`config.mk`:
```
export PLATFORM = sky130hd
export DESIGN_NAME = vending_ctrl_flat
export DESIGN_NICKNAME = d
export VERILOG_FILES = /design/src/rtl/vending_pkg.sv /design/src/rtl/vending_if.sv /design/src/rtl/vending_payout.sv /design/src/rtl/vending_ctrl.sv /design/src/flat_wrapper.sv
export SDC_FILE = /design/constraint.sdc
export NUM_CORES = 1
export LEC_CHECK = 0
export BUFFER_PORTS_ARGS = -buffer_cell sky130_fd_sc_hd__buf_2
export CORE_ASPECT_RATIO = 0.8
export CORE_UTILIZATION = 40
export CTS_CLUSTER_SIZE = 25
export DETAILED_ROUTE_END_ITERATION = 8
export GPL_ROUTABILITY_DRIVEN = 0
export PLACE_DENSITY_LB_ADDON = 0.08
export SLEW_MARGIN = 20
export SYNTH_ARGS = -nofsm -noshare
export SYNTH_HDL_FRONTEND = slang
export SYNTH_SLANG_ARGS = --single-unit
```
`constraint.sdc`:
```
create_clock -name clk -period 2.75 [get_ports clk]
set_input_delay 0.1375 -clock clk [delete_from_list [all_inputs] [get_ports clk]]
set_output_delay 0.1375 -clock clk [all_outputs]
set_load 0.1 [all_outputs]
```
`src/rtl/vending_pkg.sv`:
```
// vending_pkg: FSM states and coin values (in nickels) shared by the vending controller.
package vending_pkg;
  typedef enum logic [1:0] {IDLE, VEND, PAY} state_t;
  localparam int NICK_VAL = 1;
  localparam int DIME_VAL = 2;
  localparam int QUAR_VAL = 5;
endpackage

```
`src/rtl/vending_if.sv`:
```
// vending_if: coin acceptor, hopper and dispenser signals of the vending controller.
interface vending_if #(parameter int CREDIT_W = 4);
  logic nick_i, dime_i, quar_i, cancel_i, nick_rdy_i;
  logic soda_o, nick_out_o, reject_o, busy_o;
  logic [CREDIT_W-1:0] credit_o;
  modport master (
    output nick_i, dime_i, quar_i, cancel_i, nick_rdy_i,
    input  soda_o, nick_out_o, reject_o, busy_o, credit_o
  );
  modport slave (
    input  nick_i, dime_i, quar_i, cancel_i, nick_rdy_i,
    output soda_o, nick_out_o, reject_o, busy_o, credit_o
  );
endinterface

```
`src/rtl/vending_payout.sv`:
```
// vending_payout: change counter paying one nickel per nick_out/nick_rdy handshake.
module vending_payout #(parameter int CREDIT_W = 4) (
  input  logic                clk,
  input  logic                rst,
  input  logic                load,
  input  logic [CREDIT_W-1:0] load_val,
  input  logic                pay,
  input  logic                rdy,
  output logic [CREDIT_W-1:0] change,
  output logic                nick_out,
  output logic                done
);
  logic [CREDIT_W-1:0] change_n;
  assign done = nick_out && rdy && change == CREDIT_W'(1);
  assign change_n = load ? load_val : (nick_out && rdy) ? change - CREDIT_W'(1) : change;
  always_ff @(posedge clk or posedge rst) begin
    if (rst) begin
      change   <= '0;
      nick_out <= 1'b0;
    end else begin
      change   <= change_n;
      nick_out <= pay && change_n != '0;
    end
  end
endmodule

```
`src/rtl/vending_ctrl.sv`:
```
// vending_ctrl: credit accumulation, vend FSM and change payout; VEND_REFUND_EN adds cancel/refund.
module vending_ctrl
  import vending_pkg::*;
#(
  parameter int PRICE    = 4,
  parameter int CREDIT_W = 4
) (
  input logic      clk,
  input logic      rst,
  vending_if.slave bus
);
  localparam logic [CREDIT_W:0] PRICE_W = (CREDIT_W+1)'(PRICE);
  localparam logic [CREDIT_W:0] MAX_W   = {1'b0, {CREDIT_W{1'b1}}};
  state_t state, next;
  logic [CREDIT_W-1:0] credit, credit_n, load_val, change;
  logic [CREDIT_W:0] val, sum;
  logic any, multi, fits, refund, load, reject_n, done, soda, busy, reject;
  assign any   = bus.nick_i | bus.dime_i | bus.quar_i;
  assign multi = (bus.nick_i & (bus.dime_i | bus.quar_i)) | (bus.dime_i & bus.quar_i);
  assign val   = bus.nick_i ? (CREDIT_W+1)'(NICK_VAL) :
                 bus.dime_i ? (CREDIT_W+1)'(DIME_VAL) :
                 bus.quar_i ? (CREDIT_W+1)'(QUAR_VAL) : '0;
  assign sum   = {1'b0, credit} + val;
  assign fits  = sum <= MAX_W;
`ifdef VEND_REFUND_EN
  assign refund = state == IDLE && bus.cancel_i && credit != '0;
`else
  logic unused;
  assign unused = bus.cancel_i;
  assign refund = 1'b0;
`endif
  always_comb begin
    next     = state;
    credit_n = credit;
    reject_n = any;
    load     = 1'b0;
    load_val = '0;
    if (state == IDLE) begin
      if (refund) begin
        next     = PAY;
        credit_n = '0;
        load     = 1'b1;
        load_val = credit;
      end else begin
        reject_n = multi || (any && !fits);
        if (any && fits) begin
          if (sum >= PRICE_W) begin
            next     = VEND;
            credit_n = '0;
            load     = 1'b1;
            load_val = CREDIT_W'(sum - PRICE_W);
          end else begin
            credit_n = sum[CREDIT_W-1:0];
          end
        end
      end
    end else if (state == VEND) begin
      next = change != '0 ? PAY : IDLE;
    end else if (done || change == '0) begin
      next = IDLE;
    end
  end
  always_ff @(posedge clk or posedge rst) begin
    if (rst) begin
      state  <= IDLE;
      credit <= '0;
      soda   <= 1'b0;
      busy   <= 1'b0;
      reject <= 1'b0;
    end else begin
      state  <= next;
      credit <= credit_n;
      soda   <= next == VEND;
      busy   <= next != IDLE;
      reject <= reject_n;
    end
  end
  vending_payout #(.CREDIT_W(CREDIT_W)) u_payout (
    .clk(clk),
    .rst(rst),
    .load(load),
    .load_val(load_val),
    .pay(next == PAY),
    .rdy(bus.nick_rdy_i),
    .change(change),
    .nick_out(bus.nick_out_o),
    .done(done)
  );
  assign bus.credit_o = credit;
  assign bus.soda_o   = soda;
  assign bus.busy_o   = busy;
  assign bus.reject_o = reject;
endmodule

```
`src/flat_wrapper.sv`:
```
// flat-port wrapper written by rule: the top's interface ports become plain ports
module vending_ctrl_flat import vending_pkg::*;
#(
  parameter int PRICE    = 4,
  parameter int CREDIT_W = 4
)
  (clk, rst, bus_nick_i, bus_dime_i, bus_quar_i, bus_cancel_i, bus_nick_rdy_i, bus_soda_o, bus_nick_out_o, bus_reject_o, bus_busy_o, bus_credit_o);
  vending_if #(.CREDIT_W(CREDIT_W)) bus_i ();
  input logic clk;
  input logic rst;
  input wire logic [$bits(bus_i.nick_i)-1:0] bus_nick_i;
  input wire logic [$bits(bus_i.dime_i)-1:0] bus_dime_i;
  input wire logic [$bits(bus_i.quar_i)-1:0] bus_quar_i;
  input wire logic [$bits(bus_i.cancel_i)-1:0] bus_cancel_i;
  input wire logic [$bits(bus_i.nick_rdy_i)-1:0] bus_nick_rdy_i;
  output wire logic [$bits(bus_i.soda_o)-1:0] bus_soda_o;
  output wire logic [$bits(bus_i.nick_out_o)-1:0] bus_nick_out_o;
  output wire logic [$bits(bus_i.reject_o)-1:0] bus_reject_o;
  output wire logic [$bits(bus_i.busy_o)-1:0] bus_busy_o;
  output wire logic [$bits(bus_i.credit_o)-1:0] bus_credit_o;
  assign bus_i.nick_i = bus_nick_i;
  assign bus_i.dime_i = bus_dime_i;
  assign bus_i.quar_i = bus_quar_i;
  assign bus_i.cancel_i = bus_cancel_i;
  assign bus_i.nick_rdy_i = bus_nick_rdy_i;
  assign bus_soda_o = bus_i.soda_o;
  assign bus_nick_out_o = bus_i.nick_out_o;
  assign bus_reject_o = bus_i.reject_o;
  assign bus_busy_o = bus_i.busy_o;
  assign bus_credit_o = bus_i.credit_o;
  vending_ctrl #(.PRICE(PRICE), .CREDIT_W(CREDIT_W)) u_core (.clk(clk), .rst(rst), .bus(bus_i));
endmodule
```
==> results of run 1 <==
[stage by stage]
step	cell area (sq um)	std cells	total power (W)	hold WS (ns)
final	1116	138	0.001248	0.2721
after global routing	1116	138	0.001337	0.2825
after CTS	1116	138	0.001258	0.2667
after detailed placement	1070	133	0.001104	0.1888
after global placement	1070	133	0.001098	0.1856
after floorplan	970.9	95	0.0009656	0.02652
[final cells by class]
cell class,instances,area [sq um]
multi-input cells,73,585.6
inverters,7,26.28
repair buffers,15,82.58
flip-flops and latches,14,354.1
clock buffers,4,36.28
well taps,25,31.28
fillers,217,1099
[power by group]
part	total, W	switching (W)	internal, W	leakage (nW)
clock network	0.000150	0.0000696	0.0000806	0.0210
registers	0.000369	0.0000814	0.000287	0.164
logic	0.000729	0.000497	0.000232	0.360
total	0.00125	0.000648	0.000600	0.546
[kinds of logic (layout without fill, tap and decap cells)]
group,Yosys count,after routing,share of synthesized area (%)
AND/OR/NAND/NOR,34,34,20.70
AO/OA/AOI/OAI,25,25,23.42
multiplexers,2,2,2.070
XOR/XNOR,5,5,4.529
buffers and inverters,8,26,3.233
flip-flops,14,14,36.22
adder cells (fa/ha/maj),7,7,9.832
[flip-flops by register name (all words and copies together), names as in the netlist]
register / count
u_core.bus.busy_o: 1
u_core.bus.credit_o: 4
u_core.bus.reject_o: 1
u_core.bus.soda_o: 1
u_core.state: 2
u_core.u_payout.change: 4
u_core.u_payout.nick_out: 1
[path summary, 6_finish.rpt]
kind                                   startpoint                endpoint  slack (ns)  depth (start not counted)
setup / recovery           u_core.bus.credit_o[0]  u_core.bus.credit_o[0]        0.31                          7
hold / removal                         bus_quar_i     u_core.bus.reject_o        0.27                          3
setup reg to reg           u_core.bus.credit_o[0]  u_core.bus.credit_o[0]        0.31                          7
hold reg to reg            u_core.bus.credit_o[0]  u_core.bus.credit_o[0]        0.52                          1
max in group asynchronous                     rst  u_core.bus.credit_o[0]        1.96                          3
min in group asynchronous                     rst         u_core.state[1]        0.41                          3
[synth_stat cells, drive strengths merged]
master / n
o22ai: 2
nor2: 8
nor4: 1
or2: 1
xor2: 2
nor4b: 2
a21oi: 4
or4: 1
and3b: 1
nor2b: 1
a21bo: 2
o211ai: 1
a41o: 1
inv: 7
o41ai: 1
nand3: 6
o311ai: 1
mux2i: 2
a2bb2oi: 2
a211o: 1
xnor2: 3
nand2b: 4
ha: 6
and2: 2
fa: 1
a31oi: 2
dfrtp: 14
nand2: 4
a41oi: 1
a21o: 1
a221oi: 1
nor3: 3
o21ai: 4
buf: 1
o221ai: 1
[metal layers]
layer | GRT usage [%] | up-vias | part of all wire [%]
li1 | - | 388 | -
met1 | 23.65 | 361 | 56
met2 | 22.12 | 9 | 40
met3 | 4.261 | 4 | 2.9
met4 | 5.854 | 0 | 1.4
met5 | 0 | - | 0
[tightest hold or removal path, cell delays in order]
cell     delay, ns
buf_2         0.11
nor3_1        0.07
and3b_1       0.21
[what timing repair did]
action,4_1_cts,5_1_grt
endpoints found under the setup margin,0,0
endpoints found under the hold margin,14,0
hold buffers,1,0
gates resized for setup,0,0
==> results.md, run 1 <==
- Run status: finished clean
- Clock Pin Slew Worst Setup and Hold Paths: 0.08 ns
- Critical Path AT: between 2 and 3 ns
- Nets@finish: 128
- P_leak: 0.5457 nW
- Post-CTS Setup Bufs: 0
- CP cell instances: ha_1 > fa_1 > a21oi_1 > o22ai_2 > a221oi_4 > o21ai_2 > a21bo_1
- IO Port Bufs: 13
- Critical Path Sink Type: register
- Pin count of the biggest net entering global routing: 15
- Worst path max stage delay: 0.57 ns
- GRT Total Usage: 16.00%
- HP Class: in -> reg
- Final Max Slew Viols: 0
- # H-tree levels: 1
- 1st-pass router iterations: 4
- Drt total wl: 1878 um
- Share of layout cells above drive strength 1: 26.55%
- Final WS setup: 0.3055 ns
- Width of the chip: 56.98 um
- GR Overflow Total: 0
- Clock root cell: clkbuf_4
- Yosys reg bits: 14
- Highest Clock Rate: 409.1 MHz
- Slowest CP cell: fa_1
- DR iter-0 viols: 7
- Max clock buf depth: 2
- Crit path time final: 2.444 ns
- Worst path required time: 2.93 ns
- Post-DP HPWL: 1483 um
- Area share of the largest cell type after synthesis: between 30% and 40%
- Final antenna-violating net count: 0
- Placement Rows: 15
- Share of the yosys chip area belonging to registers: 36.22%
- Final hold viol count: 0
- Io pins: 15
- RSZ-0062 raised after global routing: false
- Netlist cell types: 41
- Maximum VDD drop: 0.4511 mV
- Commonest cells after routing, fill and taps aside: buf_2 (13), dfrtp_1 (11), nor2_1 (8)
- Max-cap violations: 0
- Crit-path leading delay family: compound AO/OA/AOI/OAI gates
- Commonest non-fill, non-tap cell in the layout: buf_2
- CP Class: reg -> reg
- Fin crit share: between 80% and 90%
- Leading area contributor after synthesis: dfrtp_1
- First-pass GRT wire length: 3077 um
- DP Worst Slack: about 0.29 ns
- Post-synthesis cell count: 95
- Rel. slew slack: 66.22%
- Initial Util: 43.67%
- Die H: 45.98 um
- Power per cell area: 1118 mW/mm^2
- Post-Syn Area per Cell: 10.18 sq um
- Startpoint Class: register
- Syn nets: between 100 and 150
- Vias/cell: 5.522
- Ys Warns: 0
- Top cells by area, synth: dfrtp_1 (36%), ha_1 (7.8%), nand3_1 (3.1%)
- Via Count: 762
- CTS tree: built
- Layout area overhead: 15.39%
- Setup TNS: 0 ns
- N_diodes: 0
- Core Area: 0.002215 sq mm
- CTS Buf Count: 3
- Clk sinks: 14
- WP buf/inv: 0
- Remaining DRCs: 0
- Actual transition at the worst max-transition pin: roughly 0.5 ns
- Skew-Pair Late Insertion Delay: 0.29 ns
- Vias in the first global route: around 640
- Die area: 0.002620 sq mm
- Mapped Area: 967.2 sq um
- Clock Skew: 0.006888 ns
- WL/cell: 13.61 um
- Layout Utilization: between 50% and 60%
- Antenna violations before repair: 0
- CP Max Fanout: 6
- Final setup fails: 0
Power figures use the tool's default switching activity.
==> run 2: changes to the inputs <==
PLACE_DENSITY_LB_ADDON = default   (was 0.08)
==> run 2 against run 1 <==
  * The run now ends with design-rule violations left
  * Non-clock buffer count is the same
  * Clock power grew 3%
  * Flip-flop and latch count is the same
  * Critical path type unchanged
  * Critical endpoint is now u_core.u_payout.change[2]
==> results.md, run 2 (synthesis results as in run 1) <==
- CTS Buf Count: 3 (unchanged)
- Clock root cell: clkbuf_4 (unchanged)
- Final WS setup: 0.2901 ns (was 0.3055 ns)
- Die area: 0.002620 sq mm (unchanged)
- DP Worst Slack: 0.2812 ns (was 0.2899 ns)
- Via Count: 790 (was 762)
- Die H: 45.98 um (unchanged)
- Drt total wl: 2010 um (was 1878 um)
- HP Class: in -> reg (unchanged)
- Actual transition at the worst max-transition pin: 0.5386 ns (was 0.5062 ns)
- Layout Utilization: 50.40% (unchanged)
- Placement Rows: 15 (unchanged)
- Initial Util: 43.67% (unchanged)
- Commonest cells after routing, fill and taps aside: buf_2 (13), dfrtp_1 (11), nor2_1 (8) (unchanged)
- First-pass GRT wire length: 3332 um (was 3077 um)
- Antenna violations before repair: 0 (unchanged)
- Commonest non-fill, non-tap cell in the layout: buf_2 (unchanged)
- Clk sinks: 14 (unchanged)
- Io pins: 15 (unchanged)
- Fin crit share: 89.45% (was 88.89%)
- Remaining DRCs: 6 (was 0)
- Uppermost layer routed: met4 (unchanged)
- IO Port Bufs: 13 (unchanged)
- Crit path time final: 2.460 ns (was 2.444 ns)
- Setup TNS: 0 ns (unchanged)
- Power per cell area: 1131 mW/mm^2 (was 1118 mW/mm^2)
- N_diodes: 0 (unchanged)
- CP Class: reg -> reg (unchanged)
- M1 WL: 970 um (was 1049 um)
- Width of the chip: 56.98 um (unchanged)
- Maximum VDD drop: 0.4412 mV (was 0.4511 mV)
- Met3 WL: 105 um (was 55 um)
- Final hold viol count: 0 (unchanged)
- Pin count of the biggest net entering global routing: 15 (unchanged)
- Vias in the first global route: 736 (was 644)
- Nets@finish: 128 (unchanged)
- CP Max Fanout: 7 (was 6)
- Final Max Slew Viols: 0 (unchanged)
- Critical Path AT: 2.68 ns (was 2.62 ns)
- P_leak: 0.5457 nW (unchanged)
- GR Overflow Total: 0 (unchanged)
- Startpoint Class: register (unchanged)
- # H-tree levels: 1 (unchanged)
- GRT Total Usage: 17.82% (was 16.00%)
- Critical Path Sink Type: register (unchanged)
- Max-cap violations: 0 (unchanged)
- Worst path required time: 2.97 ns (was 2.93 ns)
- Failing checks: design-rule violations
- Layout fillers: 214 (was 217)
- Layout area overhead: 15.39% (unchanged)
- Skew-Pair Late Insertion Delay: 0.29 ns (about the same)
- CTS tree: built (unchanged)
- RSZ-0062 raised after global routing: false (unchanged)
- DR iter-0 viols: 24 (was 7)
- WL/cell: 14.57 um (was 13.61 um)
- Met2 WL post-DR: 888 um (was 746 um)
- Final setup fails: 0 (unchanged)
- Highest Clock Rate: 406.5 MHz (was 409.1 MHz)
- Core Area: 0.002215 sq mm (unchanged)
- Clock Skew: 0.01312 ns (was 0.006888 ns)
- Share of layout cells above drive strength 1: 26.55% (unchanged)
- Post-DP HPWL: 1543 um (was 1483 um)
- Total power: 0.001262 W (was 0.001248 W)
- Vias/cell: 5.725 (was 5.522)
- Run status: complete, but fails checks (was finished clean)
- Max clock buf depth: 2 (unchanged)
- 1st-pass router iterations: 6 (was 4)
- Final antenna-violating net count: 0 (unchanged)
- Clock Pin Slew Worst Setup and Hold Paths: 0.10 ns (was 0.08 ns)
- Post_cts resized: 0 (unchanged)
- Rel. slew slack: 64.05% (was 66.22%)
run 2: cell counts in the layout (fill, tap and decap cells not counted):
Identical to the previous run, type by type.
run 2: repair_timing:
action / in CTS / in global routing
hold endpoints to repair: 14 / 0
setup endpoints to repair: 0 / 0
buffers inserted: 0 / 0
hold buffers: 1 / 0
run 2: power breakdown:
group	internal, W	total, W	leakage (nW)	switching [W]
Clock	0.0000807	0.000155	0.0210	0.0000747
Sequential	0.000287	0.000367	0.164	0.0000801
Combinational	0.000233	0.000740	0.360	0.000507
run 2: metal layers:
metal | up-vias | track usage, %
met1 | 373 | 21.43
li1 | 387 | -
met3 | 8 | 6.250
met2 | 22 | 29.65
met4 | 0 | 7.317
met5 | - | 0
run 2: worst max-delay path: stages, from the launching register on:
cell and delay [ns]:
dfrtp_2 0.42, ha_1 0.23, fa_1 0.62, nand3_1 0.22, o22ai_2 0.26, a221oi_4 0.14
o21ai_4 0.27, mux2i_1 0.23
run 2: layout make-up:
class / instances / area, sq um / area share, %
Clock buffer: 4 / 36.28 / 3.251
Inverter: 7 / 26.28 / 2.354
Multi-Input combinational cell: 73 / 585.6 / 52.47
Sequential cell: 14 / 354.1 / 31.73
Tap cell: 25 / 31.28 / 2.803
Timing Repair Buffer: 15 / 82.58 / 7.399
run 2: final timing paths:
path / startpoint / to / slack (ns) / cells after the start
max: u_core.bus.credit_o[0] / u_core.u_payout.change[2] / 0.29 / 7
min: bus_quar_i / u_core.bus.reject_o / 0.25 / 3
max reg2reg: u_core.bus.credit_o[0] / u_core.u_payout.change[2] / 0.29 / 7
min reg2reg: u_core.bus.credit_o[0] / u_core.bus.credit_o[0] / 0.51 / 1
max in group asynchronous: rst / u_core.bus.credit_o[2] / 1.93 / 3
min in group asynchronous: rst / u_core.bus.reject_o / 0.42 / 3
run 2: through the flow:
step | area [sq um] | hold slack [ns] | cells
floorplan | 970.9 | 0.02652 | 95
global placement | 1070 | 0.2009 | 133
detailed placement | 1070 | 0.2132 | 133
global route | 1116 | 0.2460 | 138
finish | 1116 | 0.2545 | 138
CTS | 1116 | 0.2444 | 138
==> run 3: changes to the inputs <==
ABC_AREA = 1   (was default)
GPL_TIMING_DRIVEN = 0   (was default)
==> run 3 against run 2 <==
  * The run still ends with design-rule violations left
  * Total power is 6.5% higher
  * First-iteration DRC count increased by 21%
  * Sequential share of layout area is 0.083 points lower
  * Global-route usage is 1.7 points lower
  * Final cell count is 18% higher
  * Setup slack lost 0.070 ns
  * Die area increased by 0.25%
  * Combinational power is 17% higher
  * Largest power group unchanged
  * Highest routed layer unchanged
==> results.md, run 3 <==
- Area share of the largest cell type after synthesis: 36.13% (was 36.22%)
- Startpoint Class: register (unchanged)
- Syn nets: 133 (was 109)
- Yosys reg bits: 14 (unchanged)
- Worst path required time: 2.96 ns (was 2.97 ns)
- Setup TNS: 0 ns (unchanged)
- Ys Warns: 0 (unchanged)
- CTS Buf Count: 3 (unchanged)
- Critical Path AT: 2.74 ns (was 2.68 ns)
- First-pass GRT wire length: 3049 um (was 3332 um)
- Share of the yosys chip area belonging to registers: 36.13% (was 36.22%)
- Pin count of the biggest net entering global routing: 15 (unchanged)
- Actual transition at the worst max-transition pin: 0.5380 ns (was 0.5386 ns)
- Origin of the critical flop-to-flop path: u_core.bus.credit_o[0] (unchanged)
- Layout fillers: 209 (was 214)
- Fin crit share: 92.00% (was 89.45%)
- P_leak: 0.6231 nW (was 0.5457 nW)
- Hold Slack: 0.2048 ns (was 0.2545 ns)
- GRT Total Usage: 16.08% (was 17.82%)
- Post-synthesis cell count: 119 (was 95)
- Async SR Flop Fraction: 100.0% (unchanged)
- CP Max Fanout: 6 (was 7)
- Commonest cells after routing, fill and taps aside: nand2_1 (29), inv_1 (17), buf_2 (13), dfrtp_1 (13) (was buf_2 (13), dfrtp_1 (11), nor2_1 (8))
- Hold Path Origin: bus_quar_i (unchanged)
- R2r endpoint: u_core.u_payout.nick_out (was u_core.u_payout.change[2])
- Layout Utilization: 50.17% (was 50.40%)
- Via Count: 779 (was 790)
- Drt total wl: 1763 um (was 2010 um)
- CTS tree: built (unchanged)
- Power per cell area: 1210 mW/mm^2 (was 1131 mW/mm^2)
- Skew-Pair Late Insertion Delay: 0.28 ns (was 0.29 ns)
- N_diodes: 0 (unchanged)
- Crit path time final: 2.530 ns (was 2.460 ns)
- Highest Clock Rate: 395.3 MHz (was 406.5 MHz)
- Vias in the first global route: 717 (was 736)
- GR Overflow Total: 0 (unchanged)
- Worst R2R Path Depth: 16 (was 7)
- HP Class: in -> reg (unchanged)
- Hold Path End: u_core.bus.reject_o (unchanged)
- Initial Util: 43.79% (was 43.67%)
- Remaining DRCs: 2 (was 6)
- Mapped Area: 969.7 sq um (was 967.2 sq um)
- Hold Crit Depth: 3 (unchanged)
- Clk sinks: 14 (unchanged)
- Post-Syn Area per Cell: 8.149 sq um (was 10.18 sq um)
- Post_cts resized: 0 (unchanged)
- Final setup fails: 0 (unchanged)
- Ys flop type: dfrtp_1 (unchanged)
- CP Class: reg -> reg (unchanged)
- Flop2flop setup slack: 0.22 ns (was 0.29 ns)
- Total power: 0.001344 W (was 0.001262 W)
- Commonest non-fill, non-tap cell in the layout: nand2_1 (was buf_2)
- Die area: 0.002626 sq mm (was 0.002620 sq mm)
- Share of layout cells above drive strength 1: 30.43% (was 26.55%)
- Maximum VDD drop: 0.3534 mV (was 0.4412 mV)
- Max clock buf depth: 2 (unchanged)
- Rel. slew slack: 64.10% (was 64.05%)
- Layout area overhead: 14.58% (was 15.39%)
- Run status: complete, but fails checks (unchanged)
- Vias/cell: 4.779 (was 5.725)
- Clock root cell: clkbuf_4 (unchanged)
- Netlist cell types: 26 (was 41)
- Post-synth EDFFs: 0 (unchanged)
- 1st-pass router iterations: 6 (unchanged)
- # H-tree levels: 1 (unchanged)
- Nets@finish: 153 (was 128)
- Top post-synthesis cells by count: nand2_1 (29), inv_1 (17), dfrtp_1 (14) (was dfrtp_1 (14), nor2_1 (8), ha_1 (6), inv_1 (6), nand3_1 (6))
- Final Max Slew Viols: 0 (unchanged)
- Post-DP HPWL: 1413 um (was 1543 um)
- Antenna violations before repair: 0 (unchanged)
- Clock Pin Slew Worst Setup and Hold Paths: 0.09 ns (was 0.10 ns)
- Top cells by area, synth: dfrtp_1 (36%), nand2_1 (11%), ha_1 (7.7%) (was dfrtp_1 (36%), ha_1 (7.8%), nand3_1 (3.1%))
- Final antenna-violating net count: 0 (unchanged)
- Final hold viol count: 0 (unchanged)
- DR iter-0 viols: 29 (was 24)
- Clock Skew: 0.01049 ns (was 0.01312 ns)
- Core Area: 0.002215 sq mm (unchanged)
- IO Port Bufs: 13 (unchanged)
- Failing checks: design-rule violations (unchanged)
- WL/cell: 10.82 um (was 14.57 um)
- Die H: 46.04 um (was 45.98 um)
- Width of the chip: 57.05 um (was 56.98 um)
- Most frequent cell after synthesis: nand2_1 (was dfrtp_1)
- Critical Path Sink Type: register (unchanged)
- Leading area contributor after synthesis: dfrtp_1 (unchanged)
- Placement Rows: 15 (unchanged)
- Io pins: 15 (unchanged)
- Max-cap violations: 0 (unchanged)
- RSZ-0062 raised after global routing: false (unchanged)
==> run 3: logic make-up after synthesis <==
kind of cell	synth area share, %
DFF	36.13
and+or+nand+nor	35.35
xor gates and xnor gates	2.710
AOI/OAI and AO/OA	7.613
adders and majority gates	9.806
buffers and inverters	8.387
==> run 3: what timing repair did <==
item | CTS | global route
setup endpoints to repair | 0 | 1
hold endpoints to repair | 14 | 0
setup buffers | 0 | 1
hold buffers | 1 | 0
==> run 3: critical path, stage by stage (launching register included) <==
cell and delay (ns):
dfrtp_2 0.43, ha_1 0.25, fa_1 0.41, inv_1 0.07, nand2_1 0.05, nand2_2 0.10
inv_2 0.05, ha_1 0.17, inv_1 0.05, nand3_1 0.07, nor2_2 0.12, nand3_2 0.13
nand3_4 0.12, nor2_8 0.06, a31oi_4 0.15, nand2_1 0.11, a21oi_2 0.11
==> run 3: per-stage QoR <==
stage / instance area (sq um) / cells / setup slack, ns
3_5_place_dp: 1067 / 157 / 0.1934
3_3_place_gp: 1067 / 157 / 0.2033
2_1_floorplan: 970.9 / 119 / 0.01536
5_1_grt: 1111 / 163 / 0.01518
6_report: 1111 / 163 / 0.2200
4_1_cts: 1104 / 162 / 0.1610
==> run 3: worst max path at each step <==
stage	startpoint	end	slack, ns	cells past startpoint
3_5_place_dp	bus_nick_i	u_core.u_payout.nick_out	0.19	18
4_1_cts	u_core.bus.credit_o[0]	u_core.u_payout.nick_out	0.16	16
2_1_floorplan	u_core.bus.credit_o[2]	u_core.u_payout.nick_out	0.02	15
3_3_place_gp	bus_nick_i	u_core.u_payout.nick_out	0.20	18
6_report	u_core.bus.credit_o[0]	u_core.u_payout.nick_out	0.22	16
5_1_grt	u_core.bus.credit_o[0]	u_core.u_payout.nick_out	0.02	16
==> run 3: power breakdown <==
| group | internal [W] | switching, W |
|---|---|---|
| logic | 0.000239 | 0.000626 |
| registers | 0.000293 | 0.0000618 |
| clock network | 0.0000563 | 0.0000675 |
| total | 0.000589 | 0.000755 |
==> run 3: layer usage <==
| metal | wire, um | share of wire, % | global-route usage (%) |
|---|---|---|---|
| met3 | 122 | 6.9 | 5.398 |
| met1 | 850 | 48 | 21.64 |
| met2 | 774 | 44 | 24.94 |
| met4 | 14 | 0.79 | 4.390 |
| met5 | 0 | 0 | 0 |
==> run 3: area by class of cell <==
cell class | instances | area [sq um] | area share [%]
repair buffers | 15 | 82.58 | 7.432
well taps | 25 | 31.28 | 2.815
clock buffers | 4 | 26.28 | 2.365
inverters | 21 | 81.33 | 7.320
flip-flops and latches | 14 | 351.6 | 31.64
multi-input cells | 84 | 538.0 | 48.42
